**src/rtl/serial_sub_ctrl.sv**
```systemverilog
// Bit-serial WIDTH-bit subtractor controller: one full-subtractor cell
// time-shared LSB first under a start/busy/done handshake.
// Ports: clk, reset (async, active-high), start, a, b -> busy, done,
//   diff (a-b mod 2^WIDTH), borrow_out (a<b unsigned), and ovf (signed
//   overflow) only when SERIAL_SUB_OVF_EN is defined.
module serial_sub_ctrl #(
  parameter  int WIDTH = 8,
  localparam int CNT_W = $clog2(WIDTH)
) (
  input  logic             clk,
  input  logic             reset,
  input  logic             start,
  input  logic [WIDTH-1:0] a,
  input  logic [WIDTH-1:0] b,
  output logic             busy,
  output logic             done,
  output logic [WIDTH-1:0] diff,
  output logic             borrow_out
`ifdef SERIAL_SUB_OVF_EN
  ,
  output logic             ovf
`endif
);

  localparam logic [1:0] IDLE  = 2'd0;
  localparam logic [1:0] SHIFT = 2'd1;
  localparam logic [1:0] DONE  = 2'd2;

  logic [1:0]       state;
  logic [WIDTH-1:0] ra;
  logic [WIDTH-1:0] rb;
  logic [WIDTH-2:0] res;
  logic             bin;
  logic [CNT_W-1:0] cnt;

  logic             ai;
  logic             bi;
  logic             hx;
  logic             d;
  logic             bout;
  logic             last;
  logic [WIDTH-1:0] res_nxt;

  // Two half-subtractor stages joined by the borrow OR.
  assign ai      = ra[0];
  assign bi      = rb[0];
  assign hx      = ai ^ bi;
  assign d       = hx ^ bin;
  assign bout    = (~ai & bi) | (~hx & bin);
  assign last    = (cnt == CNT_W'(WIDTH - 1));
  assign res_nxt = {d, res};

  assign busy = (state != IDLE);
  assign done = (state == DONE);

  always_ff @(posedge clk or posedge reset) begin
    if (reset) begin
      state      <= IDLE;
      ra         <= '0;
      rb         <= '0;
      res        <= '0;
      bin        <= 1'b0;
      cnt        <= '0;
      diff       <= '0;
      borrow_out <= 1'b0;
`ifdef SERIAL_SUB_OVF_EN
      ovf        <= 1'b0;
`endif
    end else begin
      unique case (state)
        IDLE: begin
          if (start) begin
            ra    <= a;
            rb    <= b;
            bin   <= 1'b0;
            cnt   <= '0;
            state <= SHIFT;
          end
        end
        SHIFT: begin
          ra  <= {1'b0, ra[WIDTH-1:1]};
          rb  <= {1'b0, rb[WIDTH-1:1]};
          res <= res_nxt[WIDTH-1:1];
          bin <= bout;
          if (last) begin
            state      <= DONE;
            diff       <= res_nxt;
            borrow_out <= bout;
`ifdef SERIAL_SUB_OVF_EN
            // On the last bit ra[0]/rb[0] hold the operand MSBs.
            ovf        <= (ai ^ bi) & (ai ^ d);
`endif
          end else begin
            cnt <= cnt + CNT_W'(1);
          end
        end
        DONE: state <= IDLE;
        default: state <= IDLE;
      endcase
    end
  end

endmodule

```
**config.mk**
```make
export PLATFORM = sky130hd
export DESIGN_NAME = serial_sub_ctrl
export DESIGN_NICKNAME = d
export VERILOG_FILES = /design/src/rtl/serial_sub_ctrl.sv
export SDC_FILE = /design/constraint.sdc
export NUM_CORES = 1
export LEC_CHECK = 0
export CAP_MARGIN = 10
export CORE_AREA = 4 4 75 70
export CTS_BUF_LIST = sky130_fd_sc_hd__clkbuf_4
export CTS_CLUSTER_DIAMETER = 100
export DETAILED_ROUTE_END_ITERATION = 16
export DIE_AREA = 0 0 79 74
export GPL_TIMING_DRIVEN = 1
export MAX_ROUTING_LAYER = met4
export PLACE_DENSITY = 0.78
export SLEW_MARGIN = 20
export SYNTH_ARGS = -nofsm -noshare
export SYNTH_HDL_FRONTEND = slang
export SYNTH_SLANG_ARGS = --single-unit
```
**constraint.sdc**
```tcl
create_clock -name clk -period 4.65 [get_ports clk]
set_input_delay 0.6975 -clock clk [delete_from_list [all_inputs] [get_ports clk]]
set_output_delay 0.6975 -clock clk [all_outputs]
set_load 0.01 [all_outputs]
```
==> impl_metrics.json, run 1 <==
{
  "p_leak_uw": 0.001028,
  "cts_made_buffers": 5,
  "start_util": 0.4469,
  "antenna_found_initial": 0,
  "skew_ns": 0.01089,
  "cts_max_level": 2,
  "core_sq_um": 4432,
  "wl_per_cell_um": 14.95,
  "die_w_um": 79,
  "cp_slowest_cell": "dfrtp_2",
  "tightest_slew_ns": 0.6934,
  "firstDrtPassIters": 4,
  "clk_path_buf_depth": 2,
  "worst-endpoint-required_ns": 3.95,
  "grt.overflow.total": 0,
  "layout-drive-gt1-share": 0.2599,
  "fin_setup_tns_ns": 0,
  "io_buffers": 29,
  "syn_area_sq_um": 1981,
  "hold_class": "reg -> reg",
  "synth_top_cells_by_area": "dfrtp_1 (48%), a221oi_2 (9.1%), nor4b_2 (9.1%)",
  "power_density_nw_per_um2": 602.6,
  "rows": 23,
  "drc": 0,
  "post_cts_resized": 0,
  "power.internal_uw": 897.1,
  "slew_viol_final": 0,
  "synthArstFlopShare": 1.000,
  "synth_nets": 171,
  "synth-seq-cells": 38,
  "multi_input_area_sq_um": 863.3,
  "synth_warnings": 0,
  "p_switching_uw": 507.6,
  "yosys.cell_types.count": 27,
  "hold_violations": 0,
  "synth.top_cells.by_count": "dfrtp_1 (38), inv_1 (18), a221oi_2 (12), nor2_1 (12), nor4b_2 (12)",
  "drt_iter0_markers": 51,
  "layout_min_cycle_time_ns": 2.580,
  "post-dp-hpwl_mm": 2.515,
  "cts_setup_buffers": 0,
  "grt_pass1_wl_mm": 6.127,
  "ff_latch_area_sq_um": 952.2,
  "path_clk_slew_ns": 0.11,
  "grt_usage": 0.1417,
  "setup_viol": 0,
  "die_h_um": 74,
  "vias": 1250,
  "maxCapViolCount": 0,
  "synth_ff_type": "dfrtp_1",
  "cts.sinks": 38,
  "pwr-share-clk": 0.117,
  "fin_util": 0.5260,
  "io_pins": 30,
  "clk_root_buffer_cell": "clkbuf_4",
  "cts_tree": "done",
  "synth_top_area_share": 0.4801,
  "grt_setup_unrepaired": "no",
  "nNetsFinal": 198,
  "swShare": 0.3614,
  "fin_crit_sh": 0.5547,
  "crit_type": "reg -> out",
  "cpPeakStageDelay_ns": 0.78,
  "synth.most_common_cell": "dfrtp_1",
  "grt_max_degree": 39,
  "synth_cells": 149,
  "worstPathCellList": "nor2_2 > inv_1 > clkdlybuf4s50_1",
  "synth.largest_area_cell": "dfrtp_1",
  "globalplace.congestion": 0.7342,
  "diodes": 0,
  "synth-edff-count": 0,
  "power.share.combinational": 0.441,
  "first_global_vias": 1337,
  "worst_setup_path_start_kind": "flop",
  "clk_latency_ns": 0.34,
  "fill_cells": 418,
  "die_area_sq_um": 5846,
  "sequentialPowerShare": 0.442,
  "status": "finished, final reports clean",
  "syn_to_final_growth_pct": 17.69,
  "placed_cells": 231,
  "ir_worst_vdd_uv": 228.4,
  "fmax_mhz": 387.7,
  "hold_buffers": 0,
  "postSynthAreaPerCell_sq_um": 13.29,
  "cp.arrival_ns": 1.88,
  "antenna_left": 0,
  "cp-end-kind": "output port",
  "ys_seq_area_frac": 0.4801,
  "viasPerCell": 5.230,
  "relSlewSlack": 0.5364,
  "finalNonFillerCells": 239,
  "critical_path_peak_fanout": 27,
  "wirelength_mm": 3.572
}
==> cell usage in the layout, fill, tap and decap left out, types with 2 or more instances in the layout <==
cell             instances
nor2b_1                  4
and3_1                   3
nand2b_1                 3
nor4b_2                 12
dfrtp_1                 37
nor4bb_1                 2
ha_1                     2
nor2_1                  12
a211o_1                  3
mux2_1                   7
a221oi_2                12
a32o_1                   2
inv_1                   18
buf_4                    3
a222oi_1                 2
mux2_4                   8
clkbuf_4                 5
clkdlybuf4s50_1         29
==> kinds of logic (layout without fill, tap and decap cells) <==
logic type | after synthesis | after routing | share of synthesized area
flops | 38 | 38 | 0.4801
mux | 16 | 16 | 0.1055
simple gates | 39 | 39 | 0.1668
buf+inv | 31 | 59 | 0.08780
compound gates | 22 | 22 | 0.1371
fa+ha+maj | 3 | 3 | 0.02274
==> final timing paths <==
path,from,to,slack [ns],depth (start not counted)
worst min register to register,ra[7],ra[7],0.51,1
max in group asynchronous,reset,state[0],3.52,3
worst min-delay path,ra[7],ra[7],0.51,1
min in group asynchronous,reset,diff[1],0.77,3
worst max register to register,state[0],res[1],2.51,3
worst max-delay path,state[0],busy,2.07,3
==> layer usage <==
| layer | up-vias | track usage | wire [um] | part of all wire |
|---|---|---|---|---|
| met5 | - | - | 0 | 0 |
| met4 | 0 | 0.06679 | 72 | 0.020 |
| met3 | 8 | 0.03511 | 165 | 0.046 |
| met2 | 36 | 0.2280 | 1732 | 0.48 |
| met1 | 613 | 0.1689 | 1603 | 0.45 |
| li1 | 593 | - | - | - |
==> metrics by stage <==
stage | power (uW) | cell area, sq um | worst slack [ns] | hold WS (ns)
finish | 1405 | 2331 | 2.070 | 0.5120
global placement | 1207 | 2268 | 1.993 | 0.4767
detailed placement | 1254 | 2268 | 1.838 | 0.4938
floorplan | 1079 | 1981 | 3.056 | 0.4561
CTS | 1422 | 2322 | 1.735 | 0.5206
global route | 1520 | 2331 | 1.956 | 0.5444
==> area by class of cell <==
class,count,share of cell area
Clock inverter,3,0.006978
Clock buffer,5,0.01610
Tap cell,62,0.03328
Inverter,19,0.03060
Sequential cell,38,0.4085
Multi-Input combinational cell,80,0.3704
Timing Repair Buffer,32,0.1342
==> worst max-delay path: cells and delay by family (launching register included) <==
family                 cells  cell delay [ns]
buffers and inverters      2             0.62
flip-flops                 1             0.78
AND/OR/NAND/NOR            1             0.15
==> state kept, by name, indices dropped and copies added (netlist names) <==
register and flops:
bin 1, borrow_out 1, cnt 3, diff 8
ra 8, rb 8, res 7, state 2
==> power by group through the flow <==
stage                     Sequential [uW]  Combinational [uW]  Clock (uW)
after floorplan                       582                 496           0
after global placement                614                 593           0
after detailed placement              629                 625           0
after CTS                             621                 627         173
after global routing                  644                 686         190
final                                 621                 620         165
No activity file was read; power rests on OpenSTA's default activity.
==> run 2: changes to the inputs <==
--- a/config.mk
+++ b/config.mk
@@ -13,7 +13,7 @@
 export DIE_AREA = 0 0 79 74
 export GPL_TIMING_DRIVEN = 1
 export MAX_ROUTING_LAYER = met4
-export PLACE_DENSITY = 0.78
+export PLACE_DENSITY = 0.81
 export SLEW_MARGIN = 20
 export SYNTH_ARGS = -nofsm -noshare
 export SYNTH_HDL_FRONTEND = slang
==> constraint.sdc (replaced) <==
create_clock -name clk -period 2.2 [get_ports clk]
set_input_delay 0.33 -clock clk [delete_from_list [all_inputs] [get_ports clk]]
set_output_delay 0.33 -clock clk [all_outputs]
set_load 0.01 [all_outputs]
==> impl_metrics.json, run 2 (synthesized netlist as in run 1, its figures left out) <==
{
  "status": "finished, final reports clean",
  "layout-drive-gt1-share": 0.2682,
  "hold_class": "in -> async",
  "grtUsageMet3": 0.03390,
  "grt.overflow.total": 0,
  "tightest_slew_ns": 0.6730,
  "antenna_found_initial": 0,
  "fin_area_sq_um": 2374,
  "globalplace.congestion": 0.7284,
  "path_clk_slew_ns": 0.11,
  "start_util": 0.4469,
  "die_w_um": 79,
  "place_area_sq_um": 2283,
  "worst-path-buf-inv": 1,
  "cpPeakStageDelay_ns": 0.62,
  "vias": 1250,
  "grt_use_met2": 0.2065,
  "core_sq_um": 4432,
  "maxCapViolCount": 0,
  "fmax_mhz": 488.5,
  "diodes": 0,
  "clk_root_buffer_cell": "clkbuf_4",
  "cts.sinks": 38,
  "critical_path_peak_fanout": 11,
  "cp-end-kind": "output port",
  "fill_cells": 415,
  "ir_worst_vdd_uv": 481.0,
  "drc": 0,
  "clk_path_buf_depth": 2,
  "crit_type": "reg -> out",
  "final_common_cell": "dfrtp_1",
  "post_cts_resized": 0,
  "fin_crit_sh": 0.9304,
  "path_delay_family": "flip-flops",
  "grt_usage": 0.1316,
  "worstPathCellList": "nor2b_1 > clkdlybuf4s50_1",
  "die_area_sq_um": 5846,
  "worst_setup_path_start_kind": "flop",
  "wirelength_mm": 3.473,
  "viasPerCell": 5.187,
  "antenna_left": 0,
  "hold_violations": 0,
  "nNetsFinal": 200,
  "placed_cells": 233,
  "power_density_nw_per_um2": 1293,
  "final_cell_mix": "dfrtp_1 (38), clkdlybuf4s50_1 (29), inv_1 (18)",
  "worst-endpoint-required_ns": 1.87,
  "wl_per_cell_um": 14.41,
  "skew_ns": 0.006640,
  "first_global_vias": 1261,
  "top_usage_layer": "met2",
  "cts_tree": "done",
  "rows": 23,
  "slew_viol_final": 0,
  "grt_max_degree": 39,
  "cts_made_buffers": 5,
  "p_leak_uw": 0.001055,
  "grt_pass1_wl_mm": 5.878,
  "fin_setup_tns_ns": 0,
  "cts_setup_buffers": 0,
  "relSlewSlack": 0.5501,
  "drt_iter0_markers": 47,
  "hold_buffers": 0,
  "io_buffers": 29,
  "firstDrtPassIters": 4,
  "finalNonFillerCells": 241,
  "met1_usage": 0.1694,
  "layout_min_cycle_time_ns": 2.047,
  "cp.arrival_ns": 1.72,
  "io_pins": 30,
  "cp_slowest_cell": "dfrtp_1",
  "cts_max_level": 2,
  "clk_latency_ns": 0.34,
  "post-dp-hpwl_mm": 2.350,
  "fin_util": 0.5356,
  "die_h_um": 74,
  "grt_setup_unrepaired": "no",
  "setup_viol": 0,
  "syn_to_final_growth_pct": 19.84,
  "top_regs": "diff x8, ra x8, rb x8"
}
## run 2: cell count changes in the layout (fill, tap and decap cells not counted)
cell / change
dfrtp_2: -1
clkinv_1: -1
clkinvlp_4: -1
dfrtp_1: +1
buf_4: +2
nor2_4: +1
bufinv_16: +1
nor2_2: -1
clkinv_2: +1
## run 2: routing by layer
metal / share of wire / vias up
li1: - / 599
met1: 0.47 / 611
met2: 0.46 / 35
met3: 0.062 / 5
met4: 0.010 / 0
met5: 0 / -
## run 2: worst paths after layout
path | from | end | slack, ns | cells after the start
worst max-delay path | state[1] | done | 0.15 | 2
worst min-delay path | reset | diff[7] | 0.40 | 3
worst max register to register | cnt[0] | diff[1] | 0.34 | 4
worst min register to register | res[0] | res[0] | 0.51 | 1
max in group asynchronous | reset | ra[7] | 1.48 | 3
min in group clk | res[0] | res[0] | 0.51 | 1
## run 2: layout make-up
class / instances / area, sq um / area share
multi-input combinational: 80 / 868.3 / 0.3658
clock buffer: 5 / 37.54 / 0.01581
tap: 62 / 77.57 / 0.03268
timing repair buffer: 34 / 327.8 / 0.1381
sequential: 38 / 950.9 / 0.4006
inverter: 19 / 71.32 / 0.03005
clock inverter: 3 / 40.04 / 0.01687
## run 2: per-stage QoR
stage               power, uW  hold WS (ns)  setup WS [ns]
detailed placement       2626        0.4883         0.1620
global route             3322        0.4369        0.01562
finish                   3069        0.3974         0.1531
global placement         2574        0.4733         0.1915
CTS                      3097        0.4011         0.1090
floorplan                2280        0.4561         0.6978
## run 2: where the power goes
part | internal [uW] | switching [uW]
clock network | 235 | 228
registers | 1030 | 218
logic | 749 | 607
## run 2: tightest hold or removal path: stages
cell,delay (ns)
clkdlybuf4s50_1,0.40
inv_1,0.05
buf_4,0.41
==> run 3: changes to the inputs <==
--- a/config.mk
+++ b/config.mk
@@ -6,14 +6,14 @@
 export NUM_CORES = 1
 export LEC_CHECK = 0
 export CAP_MARGIN = 10
-export CORE_AREA = 4 4 75 70
+export CORE_AREA = 4 4 72 67
 export CTS_BUF_LIST = sky130_fd_sc_hd__clkbuf_4
 export CTS_CLUSTER_DIAMETER = 100
 export DETAILED_ROUTE_END_ITERATION = 16
-export DIE_AREA = 0 0 79 74
+export DIE_AREA = 0 0 76 71
 export GPL_TIMING_DRIVEN = 1
 export MAX_ROUTING_LAYER = met4
-export PLACE_DENSITY = 0.81
+export PLACE_DENSITY = 0.87
 export SLEW_MARGIN = 20
 export SYNTH_ARGS = -nofsm -noshare
 export SYNTH_HDL_FRONTEND = slang
==> impl_metrics.json, run 3 (synthesized netlist as in run 1, its figures left out) <==
{
  "status": "finished, final reports clean",
  "fin_crit_sh": 0.9478,
  "grt_max_degree": 39,
  "cts_setup_buffers": 0,
  "top_regs": "diff x8, ra x8, rb x8",
  "diodes": 0,
  "antenna_found_initial": 0,
  "worst-endpoint-required_ns": 1.87,
  "layout_min_cycle_time_ns": 2.085,
  "relSlewSlack": 0.5605,
  "hold_violations": 0,
  "fill_cells": 362,
  "final_cell_mix": "dfrtp_1 (38), clkdlybuf4s50_1 (29), inv_1 (18)",
  "antenna_left": 0,
  "worst_setup_path_start_kind": "flop",
  "path_clk_slew_ns": 0.11,
  "p_switching_uw": 1074,
  "cp.arrival_ns": 1.76,
  "clk_root_buffer_cell": "clkbuf_4",
  "wirelength_mm": 3.648,
  "ir_worst_vdd_uv": 488.0,
  "fin_setup_tns_ns": 0,
  "drc": 0,
  "fmax_mhz": 479.6,
  "hold_buffers": 0,
  "power.share.combinational": 0.461,
  "setup_ws_ns": 0.1148,
  "clk_latency_ns": 0.34,
  "cts_made_buffers": 5,
  "post-dp-hpwl_mm": 2.727,
  "cts.sinks": 38,
  "skew_ns": 0.01270,
  "sequentialPowerShare": 0.422,
  "maxCapViolCount": 0,
  "viasPerCell": 5.537,
  "layout-drive-gt1-share": 0.2707,
  "core_sq_um": 4046,
  "swShare": 0.3578,
  "grt_setup_unrepaired": "no",
  "grt_pass1_wl_mm": 6.375,
  "grt.overflow.total": 0,
  "pwr-share-clk": 0.116,
  "start_util": 0.4895,
  "globalplace.congestion": 0.7385,
  "wl_per_cell_um": 15.93,
  "rows": 22,
  "io_buffers": 29,
  "die_h_um": 71,
  "drt_iter0_markers": 23,
  "cts_tree": "done",
  "hold_class": "in -> async",
  "final_common_cell": "dfrtp_1",
  "tightest_slew_ns": 0.6575,
  "critical_path_peak_fanout": 12,
  "die_area_sq_um": 5396,
  "cts_max_level": 2,
  "power.internal_uw": 1929,
  "io_pins": 30,
  "grt_usage": 0.1526,
  "syn_to_final_growth_pct": 18.51,
  "firstDrtPassIters": 4,
  "first_global_vias": 1364,
  "p_leak_uw": 0.001053,
  "clk_path_buf_depth": 2,
  "slew_viol_final": 0,
  "setup_viol": 0,
  "die_w_um": 76,
  "cp-end-kind": "output port",
  "power_density_nw_per_um2": 1279,
  "crit_type": "reg -> out",
  "vias": 1268,
  "nNetsFinal": 202,
  "pre_cts_ws_ns": 0.1639
}
run 3: cell types whose count changed in the layout (fill, tap and decap cells not counted), sizes merged:
cell and delta:
clkbuf +1, buf +2, bufinv -1
run 3: power by group through the flow:
stage	registers [uW]	clock network (uW)	logic, uW
after detailed placement	1280	0	1400
after global routing	1320	386	1540
final	1270	350	1390
after global placement	1250	0	1320
after CTS	1270	358	1400
after floorplan	1230	0	1050
run 3: per-layer routing:
layer / global-route usage / up-vias / wire (um)
li1: - / 601 / -
met4: 0.04545 / 0 / 52
met1: 0.1749 / 626 / 1563
met2: 0.2519 / 35 / 1833
met5: - / - / 0
met3: 0.05344 / 6 / 198
run 3: worst paths after layout:
kind	startpoint	end	slack, ns	cells past startpoint
min	reset	rb[2]	0.40	3
min reg2reg	res[0]	res[0]	0.51	1
min in group clk	res[0]	res[0]	0.51	1
max in group asynchronous	reset	diff[4]	1.46	3
max	state[1]	done	0.11	2
max reg2reg	cnt[0]	diff[7]	0.32	4
run 3: repair_timing:
action	CTS	global route
resized for setup	0	1
endpoints found under the hold margin	0	0
setup endpoints to repair	0	1
run 3: stage by stage:
stage	utilization	hold slack, ns	instances	instance area, sq um	total power [uW]
after floorplan	-	0.4561	149	1981	2280
after global placement	0.5637	0.4707	221	2281	2571
after detailed placement	0.5637	0.4871	221	2281	2682
after CTS	0.5770	0.4182	229	2335	3023
after global routing	0.5801	0.4446	229	2347	3242
final	0.5801	0.4040	229	2347	3003
run 3: cell type report:
cell class	instances	area, sq um	share of cell area
timing repair buffer	36	342.8	0.1461
multi-input combinational	80	868.3	0.3699
inverter	19	71.32	0.03038
clock buffer	6	45.04	0.01919
clock inverter	2	8.758	0.003731
tap	48	60.06	0.02559
sequential	38	950.9	0.4051
run 3: critical path, cell delays in order, from the launching register on:
cell             delay (ns)
dfrtp_1                0.62
nor2b_1                0.24
clkdlybuf4s50_1        0.56
